File: config.mk
export PLATFORM = sky130hd
export DESIGN_NAME = branch_predict_ctrl
export DESIGN_NICKNAME = d
export VERILOG_FILES = /design/src/rtl/branch_predict_ctrl.sv
export SDC_FILE = /design/constraint.sdc
export NUM_CORES = 1
export LEC_CHECK = 0
export ABC_CLOCK_PERIOD_IN_PS = 4400
export BUFFER_PORTS_ARGS = -buffer_cell sky130_fd_sc_hd__buf_2
export CORE_MARGIN = 4
export CORE_UTILIZATION = 44
export DETAILED_ROUTE_END_ITERATION = 8
export GPL_TIMING_DRIVEN = 0
export PLACE_DENSITY = 0.67
export SLEW_MARGIN = 20
export SYNTH_ARGS = -nofsm -noshare
export SYNTH_HDL_FRONTEND = slang
export SYNTH_SLANG_ARGS = --single-unit
File: constraint.sdc
create_clock -name clk -period 4.4 [get_ports clk]
set_clock_uncertainty 0.1 [all_clocks]
set_input_delay 0.88 -clock clk [delete_from_list [all_inputs] [get_ports clk]]
set_output_delay 0.88 -clock clk [all_outputs]
set_load 0.05 [all_outputs]
File: src/rtl/branch_predict_ctrl.sv
// branch_predict_ctrl: bimodal BHT branch predictor with EX-stage misprediction recovery
module branch_predict_ctrl #(
  parameter int XLEN = 32,
  parameter int INDEX_BITS = 6
) (
  input  logic            clk,
  input  logic            rst_n,
  input  logic [XLEN-1:0] if_pc,
  input  logic            if_is_branch,
  input  logic [XLEN-1:0] if_target,
  output logic            pred_taken,
  output logic [XLEN-1:0] pred_pc,
  input  logic            ex_valid,
  input  logic            ex_branch,
  input  logic            ex_jump,
  input  logic            ex_zero,
  input  logic [XLEN-1:0] ex_pc,
  input  logic [XLEN-1:0] ex_target,
  input  logic            ex_pred_taken,
  output logic            redirect,
  output logic [XLEN-1:0] redirect_pc,
  output logic            if_id_flush,
  output logic            id_ex_flush,
  output logic [31:0]     branch_cnt,
  output logic [31:0]     mispred_cnt
);
  logic [1:0] bht [2**INDEX_BITS];
  logic [INDEX_BITS-1:0] if_idx, ex_idx;
  logic [1:0] ex_ctr;
  logic actual_taken, mispredict, train;
  assign if_idx = if_pc[INDEX_BITS+1:2];
  assign ex_idx = ex_pc[INDEX_BITS+1:2];
  assign ex_ctr = bht[ex_idx];
  always_comb begin
    pred_taken = if_is_branch & bht[if_idx][1];
    pred_pc = pred_taken ? if_target : if_pc + XLEN'(4);
    actual_taken = ex_jump | (ex_branch & ex_zero);
    train = ex_valid & ex_branch;
    mispredict = train & (actual_taken != ex_pred_taken);
    redirect = mispredict | (ex_valid & ex_jump);
    redirect_pc = actual_taken ? ex_target : ex_pc + XLEN'(4);
    if_id_flush = redirect;
    id_ex_flush = redirect;
  end
  always_ff @(posedge clk) begin
    if (!rst_n) begin
      for (int i = 0; i < 2**INDEX_BITS; i++) bht[i] <= 2'b01;
      branch_cnt <= '0;
      mispred_cnt <= '0;
    end else begin
      if (train)
        bht[ex_idx] <= actual_taken ? (ex_ctr == 2'b11 ? ex_ctr : ex_ctr + 2'b01)
                                    : (ex_ctr == 2'b00 ? ex_ctr : ex_ctr - 2'b01);
      branch_cnt <= branch_cnt + 32'(train);
      mispred_cnt <= mispred_cnt + 32'(mispredict);
    end
  end
endmodule

Word-level counts from Yosys, hierarchy flattened
Memory sizes are Yosys's and may differ from the RTL's.
Cells that the tools add are included.

operators by class
  reduce and logical (&&, ||, !) cells = 2
  multipliers = 0
  div/mod/pow operators = 0
  shift operators = 0
  muxes and demuxes = 12
  order comparisons = 0
  add/sub/neg operators = 6
  eq/ne operators = 2
  bitwise logic cells = 7

operator list
  operator               number
  $add 32x1->32          2
  $add 32x3->32 const B  2
  $mux 32                2
  $mux 2                 4
  $mux 6                 1
  $and 1x1->1            5
  $mux 1                 5
  $add 2x1->2 const B    1
  $eq 2x2->1 const B     1
  $logic_not 2->1        1
  $or 1x1->1             2
  $reduce_or 2->1        1
  $sub 2x1->2 const B    1
  $ne 1x1->1             1

storage, ports and cells
  memory bits (read-only) = 0
  bits in writable memories = 128
  register bits after elaboration = 64
  latch bits = 0
  output and inout port bits = 132
  memories = 1

memories
  memory  depth  width  rd ports  clocked after memory_dff  write ports  RTL line  source
  bht     64     2      2         0                         64           27        logic [1:0] bht [2**INDEX_BITS];

Logic depth before layout (Yosys ltp)
  depth after elaboration = 6
  gate-level depth with buffers = 13

Worst setup path before layout
OpenSTA, ideal clock, no wires.

  kind = input-to-output
  from = input if_pc[2]
  to = output pred_pc[2]
  path buffers = 3
  arrival = 3,887 ps
  stages on the path = 9
  slack = -467 ps
  cells stage by stage = buf_4 -> buf_4 -> mux4_2 -> mux2i_1 -> a22oi_1 -> a22oi_2 -> buf_2 -> inv_1 -> o21ai_0

between the ends
  longest elaborated chain between the ends = 3

RTL lines
  what                RTL line  source
  start: declaration  8         input logic [XLEN-1:0] if_pc,
  $mem_v2 64x2        -
  $and 1x1->1         35        pred_taken = if_is_branch & bht[if_idx][1];
  net pred_taken      11        output logic pred_taken,
  $mux 32             36        pred_pc = pred_taken ? if_target : if_pc + XLEN'(4);
  end: declaration    12        output logic [XLEN-1:0] pred_pc,

The timed path passes the listed nets, and every way through them passes these cells.

Worst setup path in the final report
  from = input if_pc[2]
  to = output pred_pc[1]

between the ends
  longest elaborated chain between the ends = 3

RTL lines
  what          RTL line
  $mem_v2 64x2  -
  $and 1x1->1   35
  $mux 32       36

Every way passes these cells.

==> results.py <==
metrics = {
    "yosys": {
        "syn_avg_cell_area_sq_um": 9.58,
        "syn_area_sq_mm": 0.0117,
        "yosysSeqAreaShare": 0.440,
        "synth_top_area_share": 0.330,
        "synth.net_count": 1359,
        "synthTopCellsByArea": "edfxtp_1 33%, dfxtp_1 11%, mux2i_1 5.7%, nand3_1 5.1%, xnor2_1 4.9%",
        "ys_ff_latch": 192,
        "async_reset_ff_frac": 0,
        "yosys.cell_types.count": 51,
        "ys_warn_count": 0,
        "synthFlopType": "edfxtp_1",
        "synth_edf_count": 128,
        "synth_cells": 1216,
        "synth_top_area_cell": "edfxtp_1",
    },
    "critical_path": {
        "cp_data_required_time_ns": 3.42,
        "startpoint_type": "input pin",
        "r2r_cells": 9,
        "worstPathMaxFanout": 10,
        "rr_startpoint": "mispred_cnt[0]",
        "cp_num_cells": 11,
        "reg2reg_slack_ns": 1.57,
        "endpoint": "pred_pc[1]",
        "critical-path-top-delay-family": "multiplexers",
        "end_kind": "output port",
        "critPathKind": "in2out",
        "critPathLaunch": "if_pc[2]",
        "r2r_end": "mispred_cnt[30]",
        "cpPeakStageDelay_ns": 0.53,
        "cp_num_buf_inv": 6,
        "worstPathArrival_ns": 3.35,
        "path_cells": "buf_2 -> buf_6 -> buf_8 -> mux4_2 -> mux2i_2 -> a22oi_1 -> a22oi_2 -> buf_4 -> buf_4 -> mux2_2 -> buf_2",
        "cp_slowest_cell": "mux4_2",
    },
    "route": {
        "postRouteAntennaNets": 0,
        "viasPerCell": 5.64,
        "drc": 0,
        "wirelength_mm": 36.9,
        "initialDrtViolationCount": 968,
        "vias": 10400,
        "routedWlPerCell_um": 20.0,
        "dr.pass1.iters": 6,
    },
    "placement": {
        "gp_congestion": 0.917,
        "dpl_worst_slack_ns": -0.663,
        "io_buffer_count": 264,
        "placed_area_sq_mm": 0.0134,
        "dp_hpwl_mm": 27.4,
    },
    "clock_tree": {
        "root_buffer": "clkbuf_16",
        "insertion_delay_ns": 0.45,
        "cts_hold_buffers": 0,
        "htreeDepth": 4,
        "cts_tree": "built",
        "cts.sinks": 192,
        "clock_tree.buffer_depth": 2,
        "clk_pin_slew_worst_paths_ns": 0.07,
        "cts_made_buffers": 17,
    },
    "die": {
        "die_h_um": 171,
        "fp.dieW_um": 171,
        "core_sq_mm": 0.0261,
        "row_count": 59,
        "dieArea_sq_mm": 0.0292,
        "start_util": 0.447,
        "pin_count": 268,
    },
    "global_routing": {
        "grt_pass1_vias": 9953,
        "gr-usage-all-layers": 0.244,
        "use_met1": 0.314,
        "grt_antenna_before_repair": 1,
        "met2_usage": 0.401,
        "use_met3": 0.0531,
        "busiest_layer": "met2",
        "grt_max_degree": 19,
        "grt_pass1_wl_mm": 54.9,
        "gr-total-overflow": 0,
    },
    "timing": {
        "max_freq_mhz": 231,
        "hold_viol": 0,
        "maxSlewViolCount": 0,
        "setup_viol": 0,
        "setup_slack_ns": 0.0718,
        "finalCritPeriodShare": 0.984,
        "setup_tns_ns": 0,
        "worstMarginPinSlew_ns": 1.00,
        "fin_crit_ns": 4.33,
        "maxSlewHeadroom": 0.333,
    },
    "layout": {
        "n_antenna_cell": 0,
        "nets": 1645,
        "area_growth_pct": 20.8,
        "drive_above_1_share": 0.265,
        "fin_area_sq_mm": 0.0141,
    },
    "status": {
        "outcome": "complete, no violations",
    },
    "run": {
        "maxCapViolCount": 0,
    },
    "hold_path": {
        "hold_path_class": "reg2reg",
    },
    "pwr": {
        "p_per_area_mw_per_mm2": 319,
        "vdd.ir_drop.worst_uv": 268,
        "leakagePower_nw": 5.44,
    },
}
==> layout make-up <==
cell class,count,area [sq um]
multi-input cells,919,5950
clock inverters,14,143
clock buffers,18,450
repair buffers,269,1380
fillers,2415,12000
inverters,6,22.5
flip-flops and latches,192,5120
well taps,335,419
plain buffers,97,588
==> worst min-delay path: cells and delay by family, from the launching register on <==
kind,cells,cell delay [ns]
DFF,1,0.35
AOI/OAI and AO/OA,2,0.15
==> logic make-up (layout without fill, tap and decap cells) <==
logic type | after synthesis | count (layout) | share of synthesized area
AND/OR/NAND/NOR | 564 | 564 | 0.249
flip-flops | 192 | 192 | 0.440
AO/OA/AOI/OAI | 144 | 144 | 0.0711
XOR/XNOR | 115 | 115 | 0.0864
buffers and inverters | 105 | 404 | 0.0514
multiplexers | 87 | 87 | 0.0924
adder cells (fa/ha/maj) | 9 | 9 | 0.00945
==> report_power, final <==
| part | internal (W) | switching, W | total [W] | leakage (nW) |
|---|---|---|---|---|
| logic | 0.000288 | 0.000672 | 0.000961 | 3.50 |
| registers | 0.00194 | 0.0000161 | 0.00196 | 1.64 |
| clock network | 0.000834 | 0.000737 | 0.00157 | 0.297 |
| total | 0.00306 | 0.00143 | 0.00449 | 5.44 |
==> per-stage QoR <==
| stage | instances | hold slack [ns] | power, W | utilization |
|---|---|---|---|---|
| 4_1_cts | 1848 | 0.446 | 0.00448 | 0.539 |
| 6_report | 1850 | 0.448 | 0.00449 | 0.540 |
| 5_1_grt | 1850 | 0.510 | 0.00464 | 0.540 |
| 3_5_place_dp | 1816 | 0.429 | 0.00294 | 0.515 |
| 2_1_floorplan | 1216 | 0.641 | 0.00264 | - |
| 3_3_place_gp | 1815 | 0.413 | 0.00293 | 0.514 |
==> synthesized netlist by cell type (3+ instances only) <==
| cell | n |
|---|---|
| nand2b_1 | 3 |
| xor2_1 | 50 |
| buf_6 | 17 |
| buf_1 | 6 |
| and4_1 | 7 |
| nor2b_1 | 9 |
| mux2_2 | 5 |
| buf_4 | 10 |
| edfxtp_1 | 128 |
| nand3_1 | 118 |
| inv_1 | 6 |
| and3_1 | 21 |
| buf_2 | 13 |
| nand4_1 | 31 |
| and2_1 | 68 |
| xnor2_1 | 65 |
| o21ai_1 | 3 |
| or3b_2 | 3 |
| nor3_2 | 6 |
| a21oi_1 | 29 |
| dfxtp_1 | 64 |
| o21ai_0 | 69 |
| nor3_1 | 44 |
| nor4_1 | 3 |
| nand3_2 | 10 |
| nand2_1 | 140 |
| or3_1 | 3 |
| clkbuf_1 | 50 |
| o22ai_1 | 4 |
| mux4_2 | 16 |
| ha_1 | 7 |
| nor2_1 | 82 |
| mux2i_1 | 66 |
| a22oi_1 | 32 |
| nand3b_1 | 4 |
==> worst min-delay path by stage <==
stage | slack [ns] | cells past startpoint | to | from
2_1_floorplan | 0.64 | 2 | branch_cnt[5] | branch_cnt[5]
3_3_place_gp | 0.41 | 2 | branch_cnt[5] | branch_cnt[5]
3_5_place_dp | 0.43 | 2 | branch_cnt[5] | branch_cnt[5]
4_1_cts | 0.45 | 2 | branch_cnt[5] | branch_cnt[5]
5_1_grt | 0.51 | 2 | mispred_cnt[7] | mispred_cnt[7]
6_report | 0.45 | 2 | branch_cnt[5] | branch_cnt[5]
==> flip-flops by register name (all words and copies together) (netlist names) <==
| name | flops |
|---|---|
| mispred_cnt | 32 |
| branch_cnt | 32 |
| bht | 128 |
==> metal layers <==
metal  up-vias  routed length, um  part of all wire
met3        86               3680             0.099
met1      4891              14500              0.39
met4         2               1370             0.037
met2       531              17300              0.47
met5         -                  7           0.00019
li1       4922                  -                 -
==> layout by cell type, fill, tap and decap left out, drive strengths merged, types with 5 or more instances in the layout <==
cell    count
inv        15
buf       315
mux2i      66
mux2        5
a21oi      29
and4        7
a22oi      33
o21ai      72
nand2     140
nor4        5
xnor2      65
edfxtp    128
ha          7
nor2       83
nor3       50
dfxtp      64
nand4      31
clkbuf     69
and3       21
nor2b       9
nand3     128
and2       69
mux4       16
xor2       50
==> what timing repair did <==
item / in CTS / in global routing
gates resized for setup: 10 / 12
setup endpoints to repair: 33 / 36
pin swaps: 1 / 3
buffers inserted: 1 / 3
Power figures use the tool's default switching activity.
